[src/rtl/fp16_mul_sched.sv]
`default_nettype none
// ============================================================================
// Module   : fp16_mul_sched
// Purpose  : Round-robin two-port scheduler around one shared iterative
//            half-precision multiplier (shift-add, truncating, FTZ).
// Revision : 1.0  initial release
// ============================================================================
module fp16_mul_sched (
    input  logic        clk,
    input  logic        rst,
    input  logic        in0_valid,
    input  logic [15:0] in0_a,
    input  logic [15:0] in0_b,
    output logic        in0_ready,
    input  logic        in1_valid,
    input  logic [15:0] in1_a,
    input  logic [15:0] in1_b,
    output logic        in1_ready,
    output logic        out_valid,
    output logic [15:0] out_result,
    output logic        out_tag,
    input  logic        out_ready,
    output logic        busy
);

    typedef enum logic [1:0] {
        S_IDLE = 2'd0,
        S_MUL  = 2'd1,
        S_NORM = 2'd2,
        S_DONE = 2'd3
    } state_t;

    state_t      r_state;
    logic        r_rr;
    logic        r_tag;
    logic        r_out_valid;
    logic [3:0]  r_cnt;
    logic [21:0] r_acc;
    logic [15:0] r_a;
    logic [15:0] r_b;
    logic [15:0] r_result;

    logic        w_idle;
    logic        w_grant;
    logic [21:0] w_ma;
    logic [10:0] w_mb;
    logic        w_mb_bit;
    logic [6:0]  w_e_base;
    logic [6:0]  w_e;
    logic [9:0]  w_frac;
    logic        w_sign;
    logic        w_zero_op;
    logic [15:0] w_result;

    assign w_idle    = (r_state == S_IDLE);
    assign in0_ready = w_idle & in0_valid & (~in1_valid | ~r_rr);
    assign in1_ready = w_idle & in1_valid & (~in0_valid |  r_rr);
    assign w_grant   = in0_ready | in1_ready;

    // One partial product per MUL cycle, selected by the iteration count.
    assign w_ma     = {11'd0, 1'b1, r_a[9:0]} << r_cnt;
    assign w_mb     = {1'b1, r_b[9:0]};
    assign w_mb_bit = |(w_mb & (11'd1 << r_cnt));

    // Exponent kept 7-bit two's complement so underflow shows as <= 0.
    assign w_e_base  = {2'b00, r_a[14:10]} + {2'b00, r_b[14:10]} - 7'd15;
    assign w_e       = w_e_base + {6'd0, r_acc[21]};
    assign w_frac    = r_acc[21] ? r_acc[20:11] : r_acc[19:10];
    assign w_sign    = r_a[15] ^ r_b[15];
    assign w_zero_op = (r_a[14:10] == 5'd0) | (r_b[14:10] == 5'd0);

    always_comb begin
        w_result = {w_sign, w_e[4:0], w_frac};
        if (w_zero_op) begin
            w_result = {w_sign, 15'd0};
        end else if ($signed(w_e) >= 7'sd31) begin
            w_result = {w_sign, 5'h1F, 10'd0};
        end else if ($signed(w_e) <= 7'sd0) begin
            w_result = {w_sign, 15'd0};
        end
    end

    always_ff @(posedge clk) begin
        if (rst) begin
            r_state     <= S_IDLE;
            r_rr        <= 1'b0;
            r_tag       <= 1'b0;
            r_out_valid <= 1'b0;
            r_cnt       <= 4'd0;
            r_acc       <= 22'd0;
            r_a         <= 16'd0;
            r_b         <= 16'd0;
            r_result    <= 16'd0;
        end else begin
            case (r_state)
                S_IDLE: begin
                    if (w_grant) begin
                        r_a     <= in0_ready ? in0_a : in1_a;
                        r_b     <= in0_ready ? in0_b : in1_b;
                        r_tag   <= in1_ready;
                        r_rr    <= in0_ready;
                        r_cnt   <= 4'd0;
                        r_acc   <= 22'd0;
                        r_state <= S_MUL;
                    end
                end
                S_MUL: begin
                    if (w_mb_bit) begin
                        r_acc <= r_acc + w_ma;
                    end
                    if (r_cnt == 4'd10) begin
                        r_state <= S_NORM;
                    end else begin
                        r_cnt <= r_cnt + 4'd1;
                    end
                end
                S_NORM: begin
                    r_result    <= w_result;
                    r_out_valid <= 1'b1;
                    r_state     <= S_DONE;
                end
                S_DONE: begin
                    if (out_ready) begin
                        r_out_valid <= 1'b0;
                        r_state     <= S_IDLE;
                    end
                end
                default: r_state <= S_IDLE;
            endcase
        end
    end

    assign out_valid  = r_out_valid;
    assign out_result = r_result;
    assign out_tag    = r_tag;
    assign busy       = ~w_idle;

endmodule
`default_nettype wire

[config.mk]
export PLATFORM = sky130hd
export DESIGN_NAME = fp16_mul_sched
export DESIGN_NICKNAME = d
export VERILOG_FILES = /design/src/rtl/fp16_mul_sched.sv
export SDC_FILE = /design/constraint.sdc
export NUM_CORES = 1
export LEC_CHECK = 0
export ABC_AREA = 1
export CELL_PAD_IN_SITES_DETAIL_PLACEMENT = 0
export CELL_PAD_IN_SITES_GLOBAL_PLACEMENT = 1
export CORE_MARGIN = 3
export CORE_UTILIZATION = 25
export CTS_BUF_LIST = sky130_fd_sc_hd__clkbuf_8
export DETAILED_ROUTE_END_ITERATION = 8
export PLACE_DENSITY = 0.69
export SYNTH_ARGS = -nofsm -noshare
export SYNTH_HDL_FRONTEND = slang
export SYNTH_SLANG_ARGS = --single-unit
[constraint.sdc]
create_clock -name clk -period 4.63 [get_ports clk]
set_input_delay 0.6945 -clock clk [delete_from_list [all_inputs] [get_ports clk]]
set_output_delay 0.6945 -clock clk [all_outputs]
set_load 0.05 [all_outputs]
==> flow_summary.toml, run 1 <==
[synth]
synthesis.instances = 991
post_synth.cell_area_avg_um2 = 6.04
edff_count_synth = 0
ys_seq_area_share_pct = 26.4
asyncSetResetFlopFracSynth_pct = 0
ys_dominant_reg_cell = "sky130_fd_sc_hd__dfxtp_1"
synth-seq-cells = 79
yosysWarnings = 0
mappedNetlistNets = 1104
synthesized_area_mm2 = 0.00598
yosys.cell_types.count = 38

[critical_path]
worst-setup-path-type = "reg -> reg"
timing.critical_path.arrival_ns = 3.79
critPathTopFamily = "simple AND/OR/NAND/NOR gates"
critPathRequiredTime_ns = 4.95
start_kind = "register"
timing.critical_path.fanout_max = 15
cp-end-kind = "register"
critical_path.max_stage_delay_ns = 0.63
path_buf_inv = 1
slowest_cell_on_the_critical_path = "sky130_fd_sc_hd__dfxtp_1"
worstPathCellList = "inv_1, or2_2, nand2_1, o21ai_0, o21ai_0, o21ai_0, ha_1, nand2_1, nor2_1, and2_1, nand4_1, nand3_1, nor2_1, nor2_1, nand2_1, a21oi_1"

[cells_and_area]
area.growth.synth_to_final_pct = 22.0
layout.nets = 1168
antenna_cells_inserted = 0
share_of_layout_cells_above_drive_strength_1_pct = 2.83

[flow_run]
max_cap_viol_count = 0

[status]
run_status = "finished clean"

[routing]
vias = 6071
wire_length_per_cell_after_detailed_routing_um = 12.9
wirelength_mm = 17.7
detailedRoute.firstPassIterationCount = 5
drt-initial-drc-count = 305
ant_nets = 0
vias_per_cell = 4.42
drc = 0

[sta]
maxSlewHeadroom_pct = 33.6
setup_slack_ns = 1.16
setup_viol = 0
timing_max_transition_violations_final = 0
timing.final.crit_share_pct = 75.0
grt_setup_unrepaired = "false"
finalWorstPathRequiredPeriod_ns = 3.47
finClkSkew_ns = 0.0199
maxClockFrequency_mhz = 288
worst_pin_slew_ns = 0.990
hold_violations = 0
setup_total_negative_slack_ns = 0

[grt]
grt_usage_pct = 14.0
antenna_found_initial = 0
overflow = 0
first_global_vias = 5947
grt_max_degree = 66
wire_length_of_the_first_global_routing_pass_mm = 29.9

[clocking]
cts_buffers = 9
ctsRootBufferMaster = "sky130_fd_sc_hd__clkbuf_8"
htreeDepth = 3
clk-insertion-delay-late_ns = 0.38
cts_post_setup_buffers_inserted = 0
tritoncts_num_sinks = 79
cts.path.max_buffers = 2
cts.hold.buffers_added = 0
post_cts_resize_count = 0
path_clk_slew_ns = 0.10
cts_tree = "yes"

[placement]
globalplace.congestion = 0.897
hpwl_after_detailed_placement_mm = 13.7
place_ws_ns = 1.17
port_buffers = 89

[floorplan]
io-pin-count = 90
fp.coreArea_mm2 = 0.0231
rows = 55
die_area_mm2 = 0.0258
die_height_um = 161
die_w_um = 161
initial_utilization_pct = 25.9

[power]
irDropWorstVdd_uv = 180
p_leak_nw = 3.41
cellPowerDensity_mw_per_mm2 = 477

[worst_hold_path]
hold_path_class = "reg -> reg"
-- state kept, by name, summed over array words and instances (netlist names), 2 cells and up --
register / flops
r_b: 16
r_cnt: 4
r_a: 16
r_state: 2
r_acc: 22
out_result: 16
-- cells in the mapped netlist, drive strengths merged (3+ instances only) --
cell type    n  area share, %
a31oi        3           0.31
nor2       119            7.5
clkbuf      24            1.5
and2         5           0.52
o211ai      32            4.0
inv        126            7.9
nand3b       4           0.50
nor3         5           0.42
nand3       78            6.7
dfxtp       79             26
xor2         9            1.3
a21oi       60            5.0
ha          42            8.8
a211oi       3           0.38
buf         16            1.6
nand4       12            1.3
o21ai       33            2.8
nand2      321             20
or2          4           0.42
-- routing by layer --
metal,up-vias,GRT usage [%],part of all wire (%)
li1,3310,-,-
met1,2628,19.1,50
met2,107,22.6,44
met3,26,2.61,3.6
met4,0,3.87,2.0
met5,-,0,0
-- final cells by class --
type / count / area [um^2]
inverter: 127 / 477
timing repair buffer: 93 / 918
multi-input combinational: 745 / 3740
clock inverter: 5 / 51.3
tap: 313 / 392
fill: 2632 / 15800
clock buffer: 10 / 138
sequential: 79 / 1580
-- final timing paths --
check | endpoint | start | cells past startpoint | slack [ns]
hold / removal | out_result[14] | out_result[14] | 2 | 0.47
setup / recovery | r_acc[17] | r_cnt[0] | 16 | 1.16
setup reg to reg | r_acc[17] | r_cnt[0] | 16 | 1.16
hold reg to reg | out_result[14] | out_result[14] | 2 | 0.47
-- placed cells by master, fill, tap and decap left out, drive strengths merged --
cell type and n:
o221ai 1, dfxtp 79, bufinv 1, a211oi 3, nand4 12, and2 5, clkdlybuf4s50 88, nor2 119
buf 5, nand2 321, nand3 78, xnor2 1, clkbuf 10, xor2 9, o22ai 1, o21bai 2
o21a 2, a31oi 3, a21oi 60, or2 4, o21ai 33, clkinv 3, ha 42, inv 128
o211ai 32, nor3b 1, nand3b 4, nor3 5, fa 2, mux2i 2, a22oi 1, nor4 2
-- kinds of logic (layout without fill, tap and decap cells) --
family / count (synthesis) / after routing / share of synthesized area, %
AOI/OAI and AO/OA: 138 / 138 / 13.4
muxes: 2 / 2 / 0.335
DFF: 79 / 79 / 26.4
buffers and inverters: 167 / 235 / 11.1
and+or+nand+nor: 551 / 551 / 37.8
adders and majority gates: 44 / 44 / 9.45
xor gates and xnor gates: 10 / 10 / 1.46
-- through the flow --
step / total power, W / area [um^2] / instances / hold slack [ns] / utilization [%]
after CTS: 0.00353 / 7300 / 1372 / 0.473 / 31.6
final: 0.00348 / 7300 / 1372 / 0.468 / 31.6
after global placement: 0.00297 / 7110 / 1357 / 0.454 / 30.8
after floorplan: 0.00244 / 5980 / 991 / 0.448 / -
after global routing: 0.00385 / 7300 / 1372 / 0.498 / 31.6
after detailed placement: 0.00297 / 7110 / 1357 / 0.460 / 30.8
-- power by group --
group | leakage, nW | internal (W) | switching (W)
clock | 0.105 | 0.000258 | 0.000279
sequential | 0.646 | 0.000820 | 0.000141
combinational | 2.66 | 0.000655 | 0.00133
-- tightest hold or removal path: stages, from the launching register on --
cell and delay (ns):
sky130_fd_sc_hd__dfxtp_1 0.32, sky130_fd_sc_hd__nand2_1 0.06, sky130_fd_sc_hd__a21oi_1 0.05
Power figures use the tool's default switching activity.
==> run 2, diff against run 1 <==
==> constraint.sdc (replaced) <==
create_clock -name clk -period 3.4 [get_ports clk]
set_input_delay 0.51 -clock clk [delete_from_list [all_inputs] [get_ports clk]]
set_output_delay 0.51 -clock clk [all_outputs]
set_load 0.05 [all_outputs]
==> run 2 against run 1 <==
Net effect:
- utilization up 0.62 points
- power up 41%
- global-route usage up 0.11 points
- clock power up 51%
- non-clock buffer count up 13
- first-iteration DRC count down 3.0%
- sequential power up 32%
- worst setup slack worse by 0.83 ns
- critical endpoint is now r_acc[20]
- highest routed layer unchanged
==> flow_summary.toml, run 2 (synthesized netlist as in run 1, its figures left out) <==
[floorplan]
io-pin-count = 90
die_w_um = 161
fp.coreArea_mm2 = 0.0231
initial_utilization_pct = 25.9
rows = 55
die_height_um = 161
die_area_mm2 = 0.0258

[clocking]
clk-insertion-delay-late_ns = 0.38
htreeDepth = 3
ctsRootBufferMaster = "sky130_fd_sc_hd__clkbuf_8"
cts_tree = "yes"
cts_post_setup_buffers_inserted = 0
cts.path.max_buffers = 2
path_clk_slew_ns = 0.09
cts_buffers = 9
tritoncts_num_sinks = 79

[critical_path]
timing.critical_path.arrival_ns = 3.32
critical_path.reg2reg.endpoint = "r_acc[20]"
r2r-start = "r_cnt[0]"
r2r_cells = 16
cp-end-kind = "register"
worst-setup-path-type = "reg -> reg"
r2r_setup_slack_ns = 0.32
timing.critical_path.fanout_max = 9
critPathRequiredTime_ns = 3.65
start_kind = "register"

[power]
power_switching_w = 0.00243
power.clock.fraction_pct = 16.5
p_seq_share_pct = 25.9
p_leak_nw = 3.48
sw_frac_of_total_pct = 49.3
power.internal_w = 0.00249
combinationalPowerShare_pct = 57.7
irDropWorstVdd_uv = 427
cellPowerDensity_mw_per_mm2 = 661

[routing]
drc = 0
drt-initial-drc-count = 296
vias = 6087
wire_length_per_cell_after_detailed_routing_um = 12.9
vias_per_cell = 4.39
wirelength_mm = 17.8
ant_nets = 0
detailedRoute.firstPassIterationCount = 4

[placement]
port_buffers = 89
globalplace.congestion = 0.895
place_area_mm2 = 0.00722
hpwl_after_detailed_placement_mm = 13.9

[grt]
use_met3_pct = 3.43
antenna_found_initial = 0
grt_max_degree = 66
met2_demand_to_capacity_share_in_global_routing_pct = 23.5
gr_busiest_metal = "met2"
first_global_vias = 5868
overflow = 0
grt_use_met1_pct = 18.6
grt_usage_pct = 14.1
wire_length_of_the_first_global_routing_pass_mm = 29.5

[status]
run_status = "finished clean"

[cells_and_area]
antenna_cells_inserted = 0
fill_cells = 2595
area.growth.synth_to_final_pct = 24.4
share_of_layout_cells_above_drive_strength_1_pct = 4.38
largest-register = "r_acc"
layout.nets = 1181
largest_reg_flops = 22
most_common_library_cell_in_the_layout_ignoring_fill_and_taps = "sky130_fd_sc_hd__nand2_1"
final_cell_mix = "sky130_fd_sc_hd__nand2_1, sky130_fd_sc_hd__inv_1, sky130_fd_sc_hd__nor2_1"
final_area_mm2 = 0.00744

[sta]
timing_max_transition_violations_final = 0
hold_violations = 0
finClkSkew_ns = 0.0213
worst_pin_slew_ns = 0.661
grt_setup_unrepaired = "false"
setup_total_negative_slack_ns = 0
setup_viol = 0
timing.final.crit_share_pct = 90.5
maxClockFrequency_mhz = 325
finalWorstPathRequiredPeriod_ns = 3.08
maxSlewHeadroom_pct = 55.9

[flow_run]
max_cap_viol_count = 0

[worst_hold_path]
hold_path_class = "reg -> reg"
hold_path_startpoint = "out_tag"
hold_depth = 2
holdPathEnd = "out_tag"
run 2: changes by cell type in the layout (fill, tap and decap cells not counted), sizes merged:
cell / before / now
bufinv: 1 / 2
clkbuf: 10 / 9
buf: 5 / 18
clkinvlp: 0 / 2
inv: 128 / 127
run 2: worst max path at each step:
stage / from / end / slack [ns] / depth (start not counted)
floorplan: r_cnt[1] / r_acc[16] / 0.84 / 20
global placement: r_cnt[1] / r_acc[20] / 0.24 / 14
detailed placement: r_cnt[1] / r_acc[20] / 0.25 / 14
CTS: r_cnt[1] / r_acc[20] / 0.26 / 14
global route: r_cnt[0] / r_acc[20] / 0.04 / 16
finish: r_cnt[0] / r_acc[20] / 0.32 / 16
run 2: power by group through the flow:
| stage | clock network (W) | registers (W) | logic (W) |
|---|---|---|---|
| 2_1_floorplan | 0 | 0.00132 | 0.00201 |
| 6_report | 0.000810 | 0.00127 | 0.00284 |
| 3_5_place_dp | 0 | 0.00129 | 0.00285 |
| 4_1_cts | 0.000849 | 0.00127 | 0.00286 |
| 3_3_place_gp | 0 | 0.00129 | 0.00287 |
| 5_1_grt | 0.000882 | 0.00130 | 0.00324 |
run 2: layout make-up:
type,instances,area [um^2],area share (%)
clock buffers,9,124,1.66
clock inverters,7,95.1,1.28
inverters,127,480,6.46
multi-input cells,745,3740,50.3
flip-flops and latches,79,1580,21.3
well taps,313,392,5.26
repair buffers,106,1030,13.8
run 2: worst max-delay path: stages, from the launching register on:
cell and delay (ns):
sky130_fd_sc_hd__dfxtp_1 0.31, sky130_fd_sc_hd__inv_1 0.18, sky130_fd_sc_hd__buf_4 0.19, sky130_fd_sc_hd__nand2_1 0.07, sky130_fd_sc_hd__a31oi_1 0.38, sky130_fd_sc_hd__o21ai_1 0.18
sky130_fd_sc_hd__o21ai_0 0.30, sky130_fd_sc_hd__ha_1 0.26, sky130_fd_sc_hd__nand2_1 0.13, sky130_fd_sc_hd__nor2_1 0.16, sky130_fd_sc_hd__inv_1 0.07, sky130_fd_sc_hd__nor3_1 0.23
sky130_fd_sc_hd__nand3b_1 0.20, sky130_fd_sc_hd__nand3_1 0.11, sky130_fd_sc_hd__nand2_1 0.05, sky130_fd_sc_hd__nand3_1 0.07, sky130_fd_sc_hd__a21oi_1 0.06
run 2: timing repair:
item,4_1_cts,5_1_grt
gates resized for setup,0,2
endpoints found under the setup margin,0,1
hold buffers,0,0
run 2: per-stage QoR:
step | setup slack (ns) | hold slack, ns | util (%) | instances | power (W)
after detailed placement | 0.250 | 0.461 | 31.3 | 1370 | 0.00414
after CTS | 0.255 | 0.474 | 32.3 | 1386 | 0.00498
after global routing | 0.0355 | 0.484 | 32.3 | 1386 | 0.00542
after global placement | 0.239 | 0.455 | 31.3 | 1370 | 0.00415
final | 0.323 | 0.468 | 32.3 | 1386 | 0.00492
after floorplan | 0.835 | 0.448 | - | 991 | 0.00333
run 2: per-layer routing:
layer | vias to the layer above | share of wire (%)
li1 | 3326 | -
met1 | 2615 | 49
met2 | 126 | 45
met3 | 20 | 4.3
met4 | 0 | 1.4
met5 | - | 0
==> run 3, diff against run 2 <==
--- a/config.mk
+++ b/config.mk
@@ -12,7 +12,8 @@
 export CORE_UTILIZATION = 25
 export CTS_BUF_LIST = sky130_fd_sc_hd__clkbuf_8
 export DETAILED_ROUTE_END_ITERATION = 8
-export PLACE_DENSITY = 0.69
+export DONT_BUFFER_PORTS = 1
+export PLACE_DENSITY = 0.62
 export SYNTH_ARGS = -nofsm -noshare
 export SYNTH_HDL_FRONTEND = slang
 export SYNTH_SLANG_ARGS = --single-unit
==> run 3 against run 2 <==
Net effect:
- combinational power is 8.5% lower
- register-to-register slack better by 0.096 ns
- clock skew is 0.0092 ns lower
- sequential share of layout area is 2.9 points higher
- via count is 3.7% lower
- sequential power is 6% higher
- cell area is 12% lower
- critical path type unchanged
- highest routed layer unchanged
==> flow_summary.toml, run 3 (synthesized netlist as in run 1, its figures left out) <==
[sta]
hold_violations = 0
setup_total_negative_slack_ns = 0
grt_setup_unrepaired = "false"
setup_slack_ns = 0.419
maxSlewHeadroom_pct = 33.9
finClkSkew_ns = 0.0122
finalWorstPathRequiredPeriod_ns = 2.98
maxClockFrequency_mhz = 335
timing.final.crit_share_pct = 87.7
worst_pin_slew_ns = 0.985
timing_max_transition_violations_final = 0
setup_viol = 0

[floorplan]
die_area_mm2 = 0.0258
rows = 55
fp.coreArea_mm2 = 0.0231
die_w_um = 161
initial_utilization_pct = 25.9
io-pin-count = 90
die_height_um = 161

[cells_and_area]
register_area_mm2 = 0.00158
multi_input_gate_area_mm2 = 0.00374
area.growth.synth_to_final_pct = 9.66
fill_cells = 2614
largest_reg_flops = 22
share_of_layout_cells_above_drive_strength_1_pct = 4.68
antenna_cells_inserted = 0
final_cell_mix = "sky130_fd_sc_hd__nand2_1, sky130_fd_sc_hd__inv_1, sky130_fd_sc_hd__nor2_1"
layout.nets = 1090
most_common_library_cell_in_the_layout_ignoring_fill_and_taps = "sky130_fd_sc_hd__nand2_1"
largest-register = "r_acc"

[power]
p_leak_nw = 3.14
cellPowerDensity_mw_per_mm2 = 741
irDropWorstVdd_uv = 272

[routing]
detailedRoute.firstPassIterationCount = 5
vias = 5864
drc = 0
drt-initial-drc-count = 233
wire_length_per_cell_after_detailed_routing_um = 13.7
ant_nets = 0
wirelength_mm = 17.7
vias_per_cell = 4.53

[placement]
place_ws_ns = 0.290
port_buffers = 0
globalplace.congestion = 0.867
hpwl_after_detailed_placement_mm = 13.8

[critical_path]
start_kind = "register"
critPathRequiredTime_ns = 3.67
r2r_cells = 16
timing.critical_path.arrival_ns = 3.25
cp-end-kind = "register"
r2r-start = "r_cnt[0]"
worst-setup-path-type = "reg -> reg"
critical_path.reg2reg.endpoint = "r_acc[20]"
timing.critical_path.fanout_max = 9
r2r_setup_slack_ns = 0.42

[worst_hold_path]
hold_path_startpoint = "rst"
holdPathEnd = "r_acc[17]"
hold_depth = 1
hold_path_class = "in -> reg"

[clocking]
post_cts_resize_count = 0
tritoncts_num_sinks = 79
cts_buffers = 9
cts.path.max_buffers = 2
cts.hold.buffers_added = 0
cts_tree = "yes"
htreeDepth = 3
cts_post_setup_buffers_inserted = 0
ctsRootBufferMaster = "sky130_fd_sc_hd__clkbuf_8"
clk-insertion-delay-late_ns = 0.38
path_clk_slew_ns = 0.10

[grt]
overflow = 0
antenna_found_initial = 0
grt_usage_pct = 14.1
first_global_vias = 5711
grt_max_degree = 66
wire_length_of_the_first_global_routing_pass_mm = 29.8

[status]
run_status = "finished clean"

[flow_run]
max_cap_viol_count = 0
run 3: worst max path at each step:
stage               depth (start not counted)         to      from  slack [ns]
floorplan                                  20  r_acc[16]  r_cnt[1]        0.84
global placement                           16  r_acc[20]  r_cnt[0]        0.35
detailed placement                         17  r_acc[17]  r_cnt[0]        0.29
CTS                                        17  r_acc[17]  r_cnt[0]        0.28
global route                               18  r_acc[17]  r_cnt[0]        0.02
finish                                     16  r_acc[20]  r_cnt[0]        0.42
run 3: worst max-delay path: stages, from the launching register on:
cell and delay, ns:
sky130_fd_sc_hd__dfxtp_2 0.37, sky130_fd_sc_hd__inv_1 0.14, sky130_fd_sc_hd__buf_4 0.19, sky130_fd_sc_hd__a21oi_1 0.07, sky130_fd_sc_hd__a31oi_1 0.35, sky130_fd_sc_hd__o21ai_0 0.16, sky130_fd_sc_hd__o21ai_0 0.35, sky130_fd_sc_hd__ha_1 0.27
sky130_fd_sc_hd__nand2_1 0.13, sky130_fd_sc_hd__nor2_1 0.16, sky130_fd_sc_hd__inv_1 0.07, sky130_fd_sc_hd__nor3_1 0.19, sky130_fd_sc_hd__nand3b_1 0.15, sky130_fd_sc_hd__nand3_1 0.09, sky130_fd_sc_hd__nand2_1 0.05, sky130_fd_sc_hd__nand3_1 0.06
sky130_fd_sc_hd__a21oi_1 0.06
run 3: power breakdown:
| part | switching [W] | internal, W |
|---|---|---|
| logic | 0.00177 | 0.000832 |
| clock network | 0.000405 | 0.000512 |
| registers | 0.000232 | 0.00112 |
run 3: layer usage:
| layer | part of all wire [%] | vias up | routed length, um | global-route usage (%) |
|---|---|---|---|---|
| met5 | 0 | - | 0 | 0 |
| met4 | 1.2 | 0 | 216 | 3.51 |
| met3 | 3.3 | 16 | 591 | 2.42 |
| met2 | 45 | 113 | 7940 | 23.0 |
| met1 | 51 | 2583 | 8950 | 19.3 |
| li1 | - | 3152 | - | - |
run 3: per-stage QoR:
step           std cells  hold WS, ns  utilization, %  area, um^2  total power, W
6_report            1295        0.197            28.5        6560         0.00486
5_1_grt             1295        0.155            28.5        6560         0.00538
4_1_cts             1295        0.165            28.4        6550         0.00493
3_5_place_dp        1279        0.458            27.3        6300         0.00398
3_3_place_gp        1279        0.454            27.3        6300         0.00399
2_1_floorplan        991        0.448               -        5980         0.00333
run 3: area by class of cell:
class | instances | area share [%]
clock inverter | 6 | 1.75
clock buffer | 10 | 2.10
timing repair buffer | 15 | 1.72
tap | 313 | 5.97
multi-input combinational | 745 | 57.1
sequential | 79 | 24.1
inverter | 127 | 7.27
